<file path="config.mk">
export PLATFORM = sky130hd
export DESIGN_NAME = ex_case_lut
export DESIGN_NICKNAME = d
export VERILOG_FILES = /design/src/rtl/ex_case_lut.sv
export SDC_FILE = /design/constraint.sdc
export NUM_CORES = 1
export LEC_CHECK = 0
export BUFFER_PORTS_ARGS = -buffer_cell sky130_fd_sc_hd__buf_2
export CAP_MARGIN = 10
export CORE_AREA = 3 3 129 131
export DETAILED_ROUTE_END_ITERATION = 6
export DIE_AREA = 0 0 132 134
export MAX_ROUTING_LAYER = met4
export PLACE_DENSITY = 0.73
export SYNTH_ARGS = -nofsm -noshare
export SYNTH_HDL_FRONTEND = slang
export SYNTH_SLANG_ARGS = --single-unit
export TNS_END_PERCENT = 20
</file>
<file path="constraint.sdc">
create_clock -name sclk -period 2.7 [get_ports sclk]
set_input_delay 0.54 -clock sclk [delete_from_list [all_inputs] [get_ports sclk]]
set_output_delay 0.54 -clock sclk [all_outputs]
set_load 0.01 [all_outputs]
</file>
<file path="src/rtl/ex_case_lut.sv">
// Purpose : writable DEPTH-entry lookup table with pipelined hit/miss lookups and an FSM-driven full-table dump.
// Latency : a lookup or dump index issued at posedge N produces o_dv at posedge N+2; one result per cycle.
// Backpr. : none downstream; o_rdy=0 during DUMP/DRAIN and in reset, and requests seen then are dropped.
// Ports   : sclk/rst (sync, active-high); i_we/i_re/i_dump + i_addr/i_data requests; o_rdy accept;
//           o_dv/o_data/o_idx/o_hit result stream; o_err out-of-range write pulse; o_hit_cnt lookup hit count.
module ex_case_lut #(
    parameter int               DATA_W      = 10,
    parameter int               ADDR_W      = 8,
    parameter int               OUT_W       = 8,
    parameter int               DEPTH       = 16,
    parameter logic [OUT_W-1:0] DEFAULT_VAL = '0,
    parameter int               CNT_W       = 16
) (
    input  logic              sclk,
    input  logic              rst,
    input  logic              i_we,
    input  logic              i_re,
    input  logic              i_dump,
    input  logic [ADDR_W-1:0] i_addr,
    input  logic [DATA_W-1:0] i_data,
    output logic              o_rdy,
    output logic              o_dv,
    output logic [OUT_W-1:0]  o_data,
    output logic [ADDR_W-1:0] o_idx,
    output logic              o_hit,
    output logic              o_err,
    output logic [CNT_W-1:0]  o_hit_cnt
);
    localparam int IDX_W = $clog2(DEPTH);
    // Largest value that fits in an entry, widened to the input data width.
    localparam logic [DATA_W-1:0] SAT_MAX = DATA_W'({OUT_W{1'b1}});

    typedef enum logic [1:0] {ST_IDLE, ST_DUMP, ST_DRAIN} state_t;

    typedef struct packed {
        logic              vld;
        logic              lkp;   // 1 = user lookup (counts hits), 0 = dump result
        logic              hit;
        logic [OUT_W-1:0]  dat;
        logic [ADDR_W-1:0] idx;
    } stage_t;

    state_t            state_q, state_d;
    logic [IDX_W-1:0]  dump_idx_q, dump_idx_d;
    logic              drain_q, drain_d;
    logic              rdy_en_q, rdy_en_d;
    stage_t            s1_q, s1_d, s2_q, s2_d;
    logic              dv_q, dv_d, hit_q, hit_d, err_q, err_d;
    logic [OUT_W-1:0]  data_q, data_d;
    logic [ADDR_W-1:0] idx_q, idx_d;
    logic [CNT_W-1:0]  hit_cnt_q, hit_cnt_d;
    logic [DEPTH-1:0]  ent_vld_q, ent_vld_d;
    logic [OUT_W-1:0]  mem_q [DEPTH];

    logic              dump_go, we_acc, re_acc, dump_iss;
    logic              wr_in_range, wr_en, rd_in_range;
    logic [IDX_W-1:0]  wr_slot, rd_slot;
    logic [OUT_W-1:0]  wr_val;
    logic [ADDR_W-1:0] rd_addr;

    // FSM output decode: acceptance of requests and dump issue.
    // A dump request wins over a simultaneous write/lookup.
    always_comb begin
        o_rdy    = rdy_en_q && (state_q == ST_IDLE);
        dump_go  = o_rdy && i_dump;
        we_acc   = o_rdy && i_we && !i_dump;
        re_acc   = o_rdy && i_re && !i_dump;
        dump_iss = (state_q == ST_DUMP);
    end

    // FSM next state.
    always_comb begin
        state_d    = state_q;
        dump_idx_d = dump_idx_q;
        drain_d    = drain_q;
        case (state_q)
            ST_IDLE: begin
                if (dump_go) begin
                    state_d    = ST_DUMP;
                    dump_idx_d = '0;
                end
            end
            ST_DUMP: begin
                dump_idx_d = dump_idx_q + 1'b1;
                if (dump_idx_q == IDX_W'(DEPTH - 1)) begin
                    state_d = ST_DRAIN;
                    drain_d = 1'b0;
                end
            end
            ST_DRAIN: begin
                // Second drain cycle: the last index leaves s2 on this edge,
                // so reopening here keeps results strictly in order.
                if (drain_q && !s1_q.vld) begin
                    state_d = ST_IDLE;
                end else begin
                    drain_d = 1'b1;
                end
            end
            default: state_d = ST_IDLE;
        endcase
    end

    // Datapath: write port, read capture into s1 (pre-write contents), pipeline and outputs.
    always_comb begin
        rdy_en_d    = 1'b1;
        wr_in_range = {1'b0, i_addr} < (ADDR_W + 1)'(DEPTH);
        wr_en       = we_acc && wr_in_range;
        wr_slot     = i_addr[IDX_W-1:0];
        wr_val      = (i_data > SAT_MAX) ? {OUT_W{1'b1}} : i_data[OUT_W-1:0];
        ent_vld_d   = ent_vld_q;
        if (wr_en) begin
            ent_vld_d[wr_slot] = 1'b1;
        end

        rd_addr     = dump_iss ? ADDR_W'(dump_idx_q) : i_addr;
        rd_in_range = {1'b0, rd_addr} < (ADDR_W + 1)'(DEPTH);
        rd_slot     = rd_addr[IDX_W-1:0];
        s1_d.vld    = re_acc || dump_iss;
        s1_d.lkp    = re_acc;
        s1_d.hit    = rd_in_range && ent_vld_q[rd_slot];
        s1_d.dat    = s1_d.hit ? mem_q[rd_slot] : DEFAULT_VAL;
        s1_d.idx    = rd_addr;
        s2_d        = s1_q;

        dv_d      = s2_q.vld;
        hit_d     = s2_q.vld && s2_q.hit;
        data_d    = s2_q.vld ? s2_q.dat : data_q;
        idx_d     = s2_q.vld ? s2_q.idx : idx_q;
        err_d     = we_acc && !wr_in_range;
        hit_cnt_d = hit_cnt_q;
        if (s2_q.vld && s2_q.lkp && s2_q.hit && (hit_cnt_q != {CNT_W{1'b1}})) begin
            hit_cnt_d = hit_cnt_q + 1'b1;
        end
    end

    always_ff @(posedge sclk) begin
        if (rst) begin
            state_q    <= ST_IDLE;
            dump_idx_q <= '0;
            drain_q    <= 1'b0;
            rdy_en_q   <= 1'b0;
            s1_q       <= '0;
            s2_q       <= '0;
            dv_q       <= 1'b0;
            hit_q      <= 1'b0;
            err_q      <= 1'b0;
            data_q     <= '0;
            idx_q      <= '0;
            hit_cnt_q  <= '0;
            ent_vld_q  <= '0;
        end else begin
            state_q    <= state_d;
            dump_idx_q <= dump_idx_d;
            drain_q    <= drain_d;
            rdy_en_q   <= rdy_en_d;
            s1_q       <= s1_d;
            s2_q       <= s2_d;
            dv_q       <= dv_d;
            hit_q      <= hit_d;
            err_q      <= err_d;
            data_q     <= data_d;
            idx_q      <= idx_d;
            hit_cnt_q  <= hit_cnt_d;
            ent_vld_q  <= ent_vld_d;
        end
    end

    // Entry storage has no reset; the valid bits turn stale contents into misses.
    always_ff @(posedge sclk) begin
        if (wr_en) begin
            mem_q[wr_slot] <= wr_val;
        end
    end

    assign o_dv      = dv_q;
    assign o_data    = data_q;
    assign o_idx     = idx_q;
    assign o_hit     = hit_q;
    assign o_err     = err_q;
    assign o_hit_cnt = hit_cnt_q;

endmodule

</file>
==> results.json <==
{
  "async_reset_ff_frac": 0,
  "cp-start-kind": "register",
  "dr_total_vias": 5535,
  "synth_top_flop_cell": "edfxtp_1",
  "postRouteWirelength_um": 19300,
  "yosys.area.top_type": "edfxtp_1",
  "synth.cell_area_um2": 8580,
  "post_dp_cell_area_um2": 9190,
  "htreeDepth": 1,
  "period_needed_ns": 2.41,
  "cts_resized": 0,
  "fin_area_um2": 9880,
  "start_util": 0.546,
  "status": "complete, no violations",
  "synth_top_cell_area_share": 0.448,
  "tritoncts": "built",
  "post-cts-setup-buffers": 0,
  "cp_cell_sequence": "nand2b_1 -> buf_12 -> mux2_4 -> nand2_2 -> o22ai_1 -> a311o_1 -> a31oi_1",
  "crit_buf_inv": 1,
  "fmax_ghz": 0.416,
  "nFillCells": 1180,
  "cpMaxStageDelayCell": "mux2_4",
  "synth_edf_count": 128,
  "p_total_mw": 6.96,
  "reg2reg_depth": 7,
  "grt_overflow": 0,
  "clk_latency_ns": 0.50,
  "worst-path-max-fanout": 31,
  "grt_pass1_wl_um": 30400,
  "crit_path_end_kind": "register",
  "peakVddDrop_mv": 0.526,
  "arrival_ns": 2.83,
  "drive_gt1_frac": 0.180,
  "hp-class": "input pin to register",
  "setup.worst_path.class": "register to register",
  "yosys-top-cells-area": "edfxtp_1, dfxtp_1, nor2_1",
  "power.leakage_nw": 3.67,
  "cellPowerDensity_nw_per_um2": 704,
  "drv_slew": 0,
  "dieHeight_um": 134,
  "clockRootBuffer": "clkbuf_16",
  "drtPass1Iterations": 5,
  "num-nets-final": 748,
  "coreArea_um2": 15700,
  "wl_per_cell_um": 20.2,
  "port_buffers": 58,
  "grt_max_degree": 73,
  "die_area_um2": 17700,
  "clk_pin_slew_ns": 0.06,
  "area_growth_pct": 15.2,
  "cp.required_ns": 3.12,
  "drtIter0Drc": 584,
  "synth.distinct_cells": 61,
  "routed_via_density": 5.80,
  "numCtsBuffers": 23,
  "synth.ff_latch_count": 225,
  "antenna_found_initial": 0,
  "insertedDiodeCount": 0,
  "ctsHoldBuffers": 0,
  "worst_pin_slew_ns": 0.733,
  "ys_seq_area_frac": 0.674,
  "setup_viol": 0,
  "syn_avg_cell_area_um2": 13.3,
  "io_pins": 59,
  "yosysWarnings": 0,
  "cts_buffer_depth": 3,
  "whs_path_depth": 2,
  "rows": 46,
  "grt_usage": 0.224,
  "timing.critical_path.depth": 7,
  "drt_drc_violations_left": 0,
  "max_cap_viol_count": 0,
  "cts_sinks": 225,
  "grt_pass1_vias": 5522,
  "fin_setup_tns_ns": 0,
  "cp_top_family": "compound AO/OA/AOI/OAI gates",
  "fin_worst_skew_ns": 0.0115,
  "synthCells": 645,
  "hpwl_um": 13000,
  "cpPeakStageDelay_ns": 0.47,
  "synth_fp_nets": 670,
  "hold_violations": 0,
  "ant_nets": 0,
  "min_period_over_period": 0.891,
  "slew_headroom": 0.511,
  "place_congestion": 0.922,
  "die_width_um": 132,
  "rsz0062_at_grt": "false"
}
==> where the power goes <==
| part | leakage, nW | total, mW | internal, mW | switching (mW) |
|---|---|---|---|---|
| sequential | 2.02 | 3.65 | 3.63 | 0.0122 |
| clock | 0.335 | 2.94 | 1.73 | 1.22 |
| combinational | 1.32 | 0.369 | 0.132 | 0.237 |
==> layer usage <==
layer  global-route usage  routed length [um]  vias to the layer above
li1                     -                   -                     2559
met1                0.295                8190                     2701
met2                0.352                9050                      223
met3               0.0420                1500                       52
met4               0.0817                 578                        0
met5                    -                   0                        -
==> synth_stat cells (3+ instances only) <==
master	number
nand3b_1	6
o21ai_0	6
or3_1	12
a22oi_1	7
dfxtp_1	97
a21oi_1	9
o221a_2	6
nor3_1	6
nand2_1	64
buf_2	6
edfxtp_1	128
a311o_1	8
inv_1	9
nor2b_1	21
buf_6	5
o221ai_1	8
mux4_1	10
clkbuf_1	12
mux2i_1	20
a211oi_1	5
buf_4	3
and3_1	13
xor2_1	13
nand3_1	16
buf_1	4
o22ai_1	9
a31oi_1	12
nand4_1	7
o21a_1	9
nand2b_1	3
nor2_1	77
==> cells in the final DEF, fill, tap and decap left out, drive strengths merged, types with 7 or more instances in the layout <==
| cell type | Yosys | layout |
|---|---|---|
| a22oi | 8 | 8 |
| edfxtp | 128 | 128 |
| clkbuf | 12 | 33 |
| nand4 | 7 | 7 |
| buf | 18 | 83 |
| o221ai | 8 | 8 |
| o21a | 9 | 9 |
| mux4 | 12 | 12 |
| nand2 | 65 | 65 |
| mux2i | 22 | 22 |
| or3 | 12 | 12 |
| o22ai | 9 | 9 |
| xor2 | 13 | 13 |
| nand3 | 16 | 16 |
| a21oi | 10 | 10 |
| inv | 9 | 9 |
| nor2 | 77 | 77 |
| a31oi | 13 | 13 |
| a311o | 8 | 8 |
| dfxtp | 97 | 97 |
| and3 | 13 | 13 |
| nor2b | 21 | 21 |
==> kinds of logic after synthesis <==
logic type | share of synthesized area
adder cells (fa/ha/maj) | 0.00292
AND/OR/NAND/NOR | 0.132
flip-flops | 0.674
XOR/XNOR | 0.0143
multiplexers | 0.0678
AO/OA/AOI/OAI | 0.0854
buffers and inverters | 0.0236
==> worst paths after layout <==
| check | endpoint | slack (ns) | startpoint |
|---|---|---|---|
| worst min register to register | s2_q[1] | 0.44 | s1_q[1] |
| worst max register to register | s1_q[10] | 0.29 | state_q[1] |
| worst min-delay path | s1_q[17] | 0.30 | i_re |
| worst max-delay path | s1_q[10] | 0.29 | state_q[1] |
==> stage by stage <==
step | util | hold slack (ns) | setup WS, ns | std cells
floorplan | - | 0.414 | 0.166 | 645
global placement | 0.585 | 0.423 | 0.294 | 914
detailed placement | 0.585 | 0.428 | 0.318 | 914
CTS | 0.629 | 0.283 | 0.290 | 954
global route | 0.629 | 0.304 | 0.154 | 954
finish | 0.629 | 0.301 | 0.294 | 954
==> layout make-up <==
cell class | count | area, um2 | area share
clock buffer | 33 | 634 | 0.0642
clock inverter | 7 | 62.6 | 0.00633
inverter | 9 | 33.8 | 0.00342
multi-input combinational | 381 | 2590 | 0.262
sequential | 225 | 5790 | 0.585
tap | 216 | 270 | 0.0273
timing repair buffer | 83 | 503 | 0.0509
==> flip-flops by register name, summed over array words and instances (netlist names) <==
register / flops
dump_idx_q: 4
dv_d: 1
drain_q: 1
o_hit_cnt: 16
o_data: 8
rdy_en_q: 1
ent_vld_q: 16
state_q: 2
o_idx: 8
o_hit: 1
s1_q: 19
o_dv: 1
mem_q: 128
o_err: 1
s2_q: 18
==> worst register-to-register path: cells and delay by family (launching register included) <==
kind	cells	cell delay, ns
compound gates	3	0.70
simple gates	2	0.51
mux	1	0.48
flops	1	0.45
buf+inv	1	0.20
Power figures use the tool's default switching activity.
